<file path="src/rtl/regfile_sync_clr.sv">
// regfile_sync_clr
//   General-purpose register file for the single-cycle core: two combinational
//   read ports (A, B) and one rising-edge write port (D). After a synchronous
//   reset the whole array is cleared one entry per cycle. busy is asserted for
//   the whole sweep, and the core must stall while it is high.
//
//   Optional feature, selected by the macro REGFILE_BYPASS_EN:
//     defined   - a write accepted this cycle is forwarded to any read port
//                 whose address matches the write address, in the same cycle.
//     undefined - reads show the pre-write contents until the next edge.
//
//   State table
//     state    | meaning
//     ST_CLEAR | clear sweep running (or rst held); writes ignored, reads 0
//     ST_RUN   | normal operation; reads and writes enabled
module regfile_sync_clr #(
   parameter int DWIDTH   = 32,
   parameter int NREGS    = 32,
   parameter int AWIDTH   = 5,
   parameter int ZERO_REG = 1
) (
   input  logic              clk,
   input  logic              rst,
   input  logic              wr,
   input  logic [AWIDTH-1:0] Addr_A,
   input  logic [AWIDTH-1:0] Addr_B,
   input  logic [AWIDTH-1:0] Addr_D,
   input  logic [DWIDTH-1:0] Data_D,
   output logic [DWIDTH-1:0] Data_A,
   output logic [DWIDTH-1:0] Data_B,
   output logic              busy
);

   typedef enum logic {
      ST_CLEAR = 1'b0,
      ST_RUN   = 1'b1
   } state_t;

   // Number of registers and last sweep index, expressed at the widths used
   // in the address compares.
   localparam logic [AWIDTH:0]   LP_NREGS = NREGS[AWIDTH:0];
   localparam logic [AWIDTH-1:0] LP_LAST  = AWIDTH'(NREGS - 1);
   localparam logic              LP_ZERO  = (ZERO_REG != 0);

   state_t              r_state;
   state_t              w_state_nxt;
   logic [AWIDTH-1:0]   r_clr_ptr;
   logic [AWIDTH-1:0]   w_clr_ptr_nxt;
   logic                w_clr_en;
   logic [DWIDTH-1:0]   r_mem [NREGS];

   logic                w_busy;
   logic                w_wr_ok;
   logic                w_rd_a_ok;
   logic                w_rd_b_ok;

   // An address is readable or writable only if it lies inside the array and
   // is not the hardwired zero register.
   function automatic logic addr_usable(input logic [AWIDTH-1:0] addr);
      logic in_range;
      logic is_zero;
      in_range = ({1'b0, addr} < LP_NREGS);
      is_zero  = LP_ZERO && (addr == '0);
      return in_range && !is_zero;
   endfunction

   assign w_busy    = (r_state == ST_CLEAR);
   assign busy      = w_busy;
   assign w_wr_ok   = !w_busy && wr && addr_usable(Addr_D);
   assign w_rd_a_ok = !w_busy && addr_usable(Addr_A);
   assign w_rd_b_ok = !w_busy && addr_usable(Addr_B);

   // State register and sweep pointer; reset is sampled on the clock edge.
   always_ff @(posedge clk) begin
      if (rst) begin
         r_state   <= ST_CLEAR;
         r_clr_ptr <= '0;
      end else begin
         r_state   <= w_state_nxt;
         r_clr_ptr <= w_clr_ptr_nxt;
      end
   end

   // Next-state logic: step through the array once, then settle in RUN.
   always_comb begin
      w_state_nxt   = r_state;
      w_clr_ptr_nxt = r_clr_ptr;
      w_clr_en      = 1'b0;
      case (r_state)
         ST_CLEAR: begin
            w_clr_en = !rst;
            if (r_clr_ptr == LP_LAST) begin
               // Hold the pointer on the last entry rather than letting it
               // wrap when NREGS fills the whole address space.
               w_state_nxt = ST_RUN;
            end else begin
               w_clr_ptr_nxt = r_clr_ptr + 1'b1;
            end
         end
         ST_RUN: begin
            w_state_nxt = ST_RUN;
         end
         default: begin
            w_state_nxt = ST_CLEAR;
         end
      endcase
   end

   // Storage array: the sweep clear takes priority; otherwise an accepted write.
   always_ff @(posedge clk) begin
      if (w_clr_en) begin
         r_mem[r_clr_ptr] <= '0;
      end else if (w_wr_ok) begin
         r_mem[Addr_D] <= Data_D;
      end
   end

   // Read port A: zero while busy, out of range, or on the zero register.
   always_comb begin
      Data_A = '0;
      if (w_rd_a_ok) begin
         Data_A = r_mem[Addr_A];
`ifdef REGFILE_BYPASS_EN
         if (w_wr_ok && (Addr_A == Addr_D)) begin
            Data_A = Data_D;
         end
`endif
      end
   end

   // Read port B: same rules as port A and independent of it.
   always_comb begin
      Data_B = '0;
      if (w_rd_b_ok) begin
         Data_B = r_mem[Addr_B];
`ifdef REGFILE_BYPASS_EN
         if (w_wr_ok && (Addr_B == Addr_D)) begin
            Data_B = Data_D;
         end
`endif
      end
   end

endmodule
</file>
<file path="config.mk">
export PLATFORM = sky130hd
export DESIGN_NAME = regfile_sync_clr
export DESIGN_NICKNAME = d
export VERILOG_FILES = /design/src/rtl/regfile_sync_clr.sv
export SDC_FILE = /design/constraint.sdc
export NUM_CORES = 1
export LEC_CHECK = 0
export ABC_AREA = 0
export CAP_MARGIN = 20
export CORE_ASPECT_RATIO = 2
export CORE_MARGIN = 2
export CORE_UTILIZATION = 24
export DETAILED_ROUTE_END_ITERATION = 12
export GPL_TIMING_DRIVEN = 0
export PLACE_DENSITY = 0.39
export SLEW_MARGIN = 20
export SYNTH_ARGS = -nofsm -noshare
export SYNTH_HDL_FRONTEND = slang
export SYNTH_SLANG_ARGS = --single-unit
</file>
<file path="constraint.sdc">
create_clock -name clk -period 5.3 [get_ports clk]
set_input_delay 1.06 -clock clk [delete_from_list [all_inputs] [get_ports clk]]
set_output_delay 1.06 -clock clk [all_outputs]
set_load 0.1 [all_outputs]
</file>
# Word-level counts from Yosys, hierarchy flattened
# Memory sizes are Yosys's and may differ from the RTL's.
# Cells that the tools add are included.
# op_classes
mux	13
n_bitwise	2
n_reduce_logical	13
eq_ne	1
add_sub_neg	1
# ops
cell	count
$mux W32	3
$reduce_or A32 Y1	1
$logic_not A5 Y1	3
$mux W1	8
$add A5 B1 Y5 const B	1
$eq A5 B5 Y1 const B	1
$mux W5	1
$logic_and A1 B1 Y1	4
$logic_not A1 Y1	4
$not A1 Y1	2
$pmux W1 S2	1
$reduce_and A2 Y1	1
# word_totals
output_inout_bits	65
reg_bits	6
mem_bits_rw	1024
input_bits	50
mem_count	1
# mem_list
memory	words	width	read_ports	rd_ports_with_merged_regs	wr	line	source
r_mem	32	32	2	0	1	50	logic [DWIDTH-1:0] r_mem [NREGS];

# Logic depth before layout (Yosys ltp)
# depth
word_depth	8
mapped_depth	8
mapped_depth_nobuf	7

# Worst setup path after synthesis
# Ideal clock, no wire load.
# synth_path
path_type	input-to-reg
from	input Addr_D[4]
to	memory r_mem[23][0] (enable)
path_buffers	1
arrival_time_ns	4.989
stages	5
required_ns	4.799
slack_ns	-0.190
setup_ns	0.501
cell_sequence	nor3_2 a21o_1 buf_2 a21oi_1 nor4_1
# synth_via
elab_chain_cells	8
# synth_rtl
element	line	source
start, declared	27	input logic [AWIDTH-1:0] Addr_D,
$logic_not A5 Y1	63	is_zero = LP_ZERO && (addr == '0);
$logic_not A1 Y1	64	return in_range && !is_zero;
$logic_and A1 B1 Y1	69	assign w_wr_ok = !w_busy && wr && addr_usable(Addr_D);
$mux W1	113	end else if (w_wr_ok) begin
$mux W1	111	if (w_clr_en) begin
$mux W1 (implied by the code)	114	r_mem[Addr_D] <= Data_D;
$reduce_or A32 Y1 (no source line)	--	
$mux W5 (no source line) or $mux W1 (tied branches)	--	
end, declared	50	
# Parallel ways exist; a longest one is shown, timed or not.

# Worst setup path after layout
# layout_path
from	input Addr_A[4]
to	output Data_A[4]
# layout_via
elab_chain_cells	4
# layout_rtl
element	line	source
start, declared	25	input logic [AWIDTH-1:0] Addr_A,
branches (longest 3 deep; another with $mem_v2 Z32 W32)	--	
$mux W32 *	121	if (w_rd_a_ok) begin
end, declared	29	output logic [DWIDTH-1:0] Data_A,
# Mark *: on every way between the ends.

==> run summary <==
The run finished, with violations left. The final reports fail on negative setup slack. The primary flip-flop cell chosen by synthesis mapping is edfxtp_1. The average wire per cell in the routed design is 40.47 µm. The slew at the pin closest to its max-slew limit is 1202 ps.

Dividing the final minimum period by the clock period gives 102.6%. The net count after synthesis came out at 2929. The data arrival time of the critical path came out at 4380 ps. In the final design database the tool counted 3318 nets. The sum of routed wire length over all layers is 239100 µm. The count of nets left with antenna violations once routing finished came out at 0. The tree is rooted in a clkbuf_16. The worst setup path is launched from an input pin. The die height is 636.6 µm. The worst register-to-register path has a depth of 9. The tightest min-delay check is of the register to register type. The source-to-sink clock delay at the later pin of the worst-skew pair is 730 ps. The area growth from synthesis to layout came out at 22.10%. The maximum clock rate came out at 183.8 MHz. The shortest period the worst path allows is 5440 ps. STA puts the critical path data required time at 4240 ps.

The final setup skew came out at 26.64 ps. The power per standard cell area is 290.7 nW/µm². Entering global routing, the biggest net connects 33 pins. The number of global-route vias before repair came out at 32.98k. The finished cells cover 58630 µm². For this configuration, the core starts out at a cell density of 24.12%. The largest total area in the synthesized netlist belongs to edfxtp_1. The cell leakage power is 18.72 nW. The count of pins over their slew limit was 0. Each instance of the synthesized netlist takes up on average 16.69 µm². In this run the deepest clock path goes through 3 buffers. The critical path in this run is classified as input pin to primary output. Synthesis produced 2877 cells. For this design the top-level I/O count stands at 115. The pre-antenna-repair detailed-routing pass consisted of 5 iterations. The number of instances in the placed design is 5735. The portion of synthesized cell area occupied by the leading cell type came out at 64.03%. In this run the number of H-tree levels came out at 3.

Hold is met by 572.2 ps. The peak ir drop on the vdd network came out at 0.0002560 V. From left edge to right edge, the die measures 320.3 µm. The layout cell share with drive strength beyond 1 is 28.22%. The overall overflow remaining after global route is 0. The max-slew headroom at the worst pin is 19.84%.

In the post-synthesis netlist, the biggest area contributors are edfxtp_1, mux2i_1, mux4_2. OpenSTA, run right after detailed placement, puts the worst setup slack at -2102 ps. The proportion of register bits with asynchronous set or reset after synthesis is 0%. The total global routing track utilization came out at 23.08%.

The area after detailed placement came out at 55120 µm². The number of flops mapped to enable cells by yosys is 1024. In this run, synthesis produced a sequential element count of 1030. By count the netlist is led by edfxtp_1, mux2i_1, a22oi_1, mux4_2, nand3_1. Setup violations remaining at the end of the flow were counted as 5. The placer congestion estimate is 0.8787. In the routed design, unresolved DRC markers number 0.

For this run, the number of Yosys warnings is 0. The first global-routing pass estimated 310900 µm of wire. The initial antenna violation count is 6. The number of unique standard cell types used by synthesis is 42. For the final routed database, the setup TNS stands at -319.1 ps. The cell area that synthesis handed to floorplanning was 48020 µm². The CTS buffer count is 95. The reported max-cap violation count came out at 0. The clock-pin slew reported for the worst setup and hold paths after clock tree synthesis came out at 70 ps. After layout, the worst setup slack is -139.8 ps. Once layout is complete, the cells apart from fillers number 5909. The clock drives 1030 sinks. The worst setup path is captured at a primary output. The placeable core region is 199100 µm². Across all layers, the routed design uses 31.06k vias. In this run the worst path has a maximum fanout of 10. The starting DRC count in detailed routing is 2848. For this run, the register share of the synthesized area comes to 64.28%.

The worst hold path was traced through 2 stages. The number of cell rows is 232. The number of failing hold endpoints at the final stage came to 0. In this run the tool buffered the top-level ports with 109 buffer cells. The most common cell in the netlist is edfxtp_1. The via-per-instance ratio came out at 5.256. The die covers 203900 µm².

The layout has 19.85k filler cells. The HPWL reported at the end of detailed placement is 181400 µm. The TritonCTS clock tree is yes.
==> what timing repair did <==
item | CTS | global route
gates resized for setup | 484 | 11
buffers inserted | 9 | 0
setup endpoints to repair | 64 | 4
hold buffers | 0 | 0
pin swaps | 21 | 2
==> layout by cell type, fill, tap and decap left out, types with 50 or more instances in the layout <==
cell	instances
a22oi_1	276
buf_4	164
edfxtp_1	1024
clkbuf_1	50
buf_2	93
nand4_1	67
mux4_2	232
clkbuf_16	97
nand2_1	68
mux2i_1	560
nand3_1	142
==> power breakdown <==
group	total (mW)	switching (mW)	internal, mW	leakage [nW]
logic	1.20	0.778	0.426	8.91
registers	8.90	0.0272	8.88	8.37
clock network	6.93	3.26	3.68	1.43
==> worst max-delay path: stages <==
cell and delay (ps):
clkdlybuf4s50_1 730, and4b_1 250, clkbuf_1 280, clkbuf_4 360, a22o_1 320, a31oi_4 340
nand4_1 550, buf_4 450
==> registers in the layout, summed over array words and instances (netlist names) <==
register,count
r_clr_ptr,5
r_mem,1024
r_state,1
==> stage by stage <==
stage | power (mW) | util, %
2_1_floorplan | 9.711 | -
3_3_place_gp | 10.24 | 26.28
3_5_place_dp | 10.27 | 27.68
4_1_cts | 17.14 | 29.43
5_1_grt | 17.41 | 29.44
6_report | 17.04 | 29.44
==> worst paths after layout <==
kind                                                 from                        end  slack [ps]
worst max register to register         r_state$_SDFF_PP0_    r_mem[22][21]$_DFFE_PP_        1790
worst min-delay path            r_clr_ptr[1]$_SDFFE_PP0P_  r_clr_ptr[1]$_SDFFE_PP0P_         570
worst max-delay path                            Addr_A[4]                  Data_A[4]        -140
worst min register to register  r_clr_ptr[1]$_SDFFE_PP0P_  r_clr_ptr[1]$_SDFFE_PP0P_         570
==> cell families after synthesis <==
kind of cell,count (synthesis),share of synthesized area (%)
compound gates,416,6.311
xor+xnor,3,0.05473
fa+ha+maj,2,0.05210
buf+inv,238,2.480
flops,1030,64.28
mux,792,22.55
simple gates,396,4.265
==> metal layers <==
metal	up-vias	part of all wire, %	global-route usage [%]
met4	2	11	21.20
met1	16640	34	23.44
met5	-	0.0042	0
met3	441	3.9	2.443
li1	12730	-	-
met2	1249	51	41.33
==> area by class of cell <==
type	instances	area [µm²]	area share, %
tap	2574	3221	5.493
buffer	228	1401	2.390
multi-input combinational	1609	16770	28.61
antenna	4	10.01	0.01707
timing repair buffer	293	3390	5.781
sequential	1030	30870	52.65
clock buffer	109	2472	4.217
clock inverter	53	460.4	0.7853
inverter	9	33.78	0.05762
Note: power is estimated with default switching activity, not from simulation.
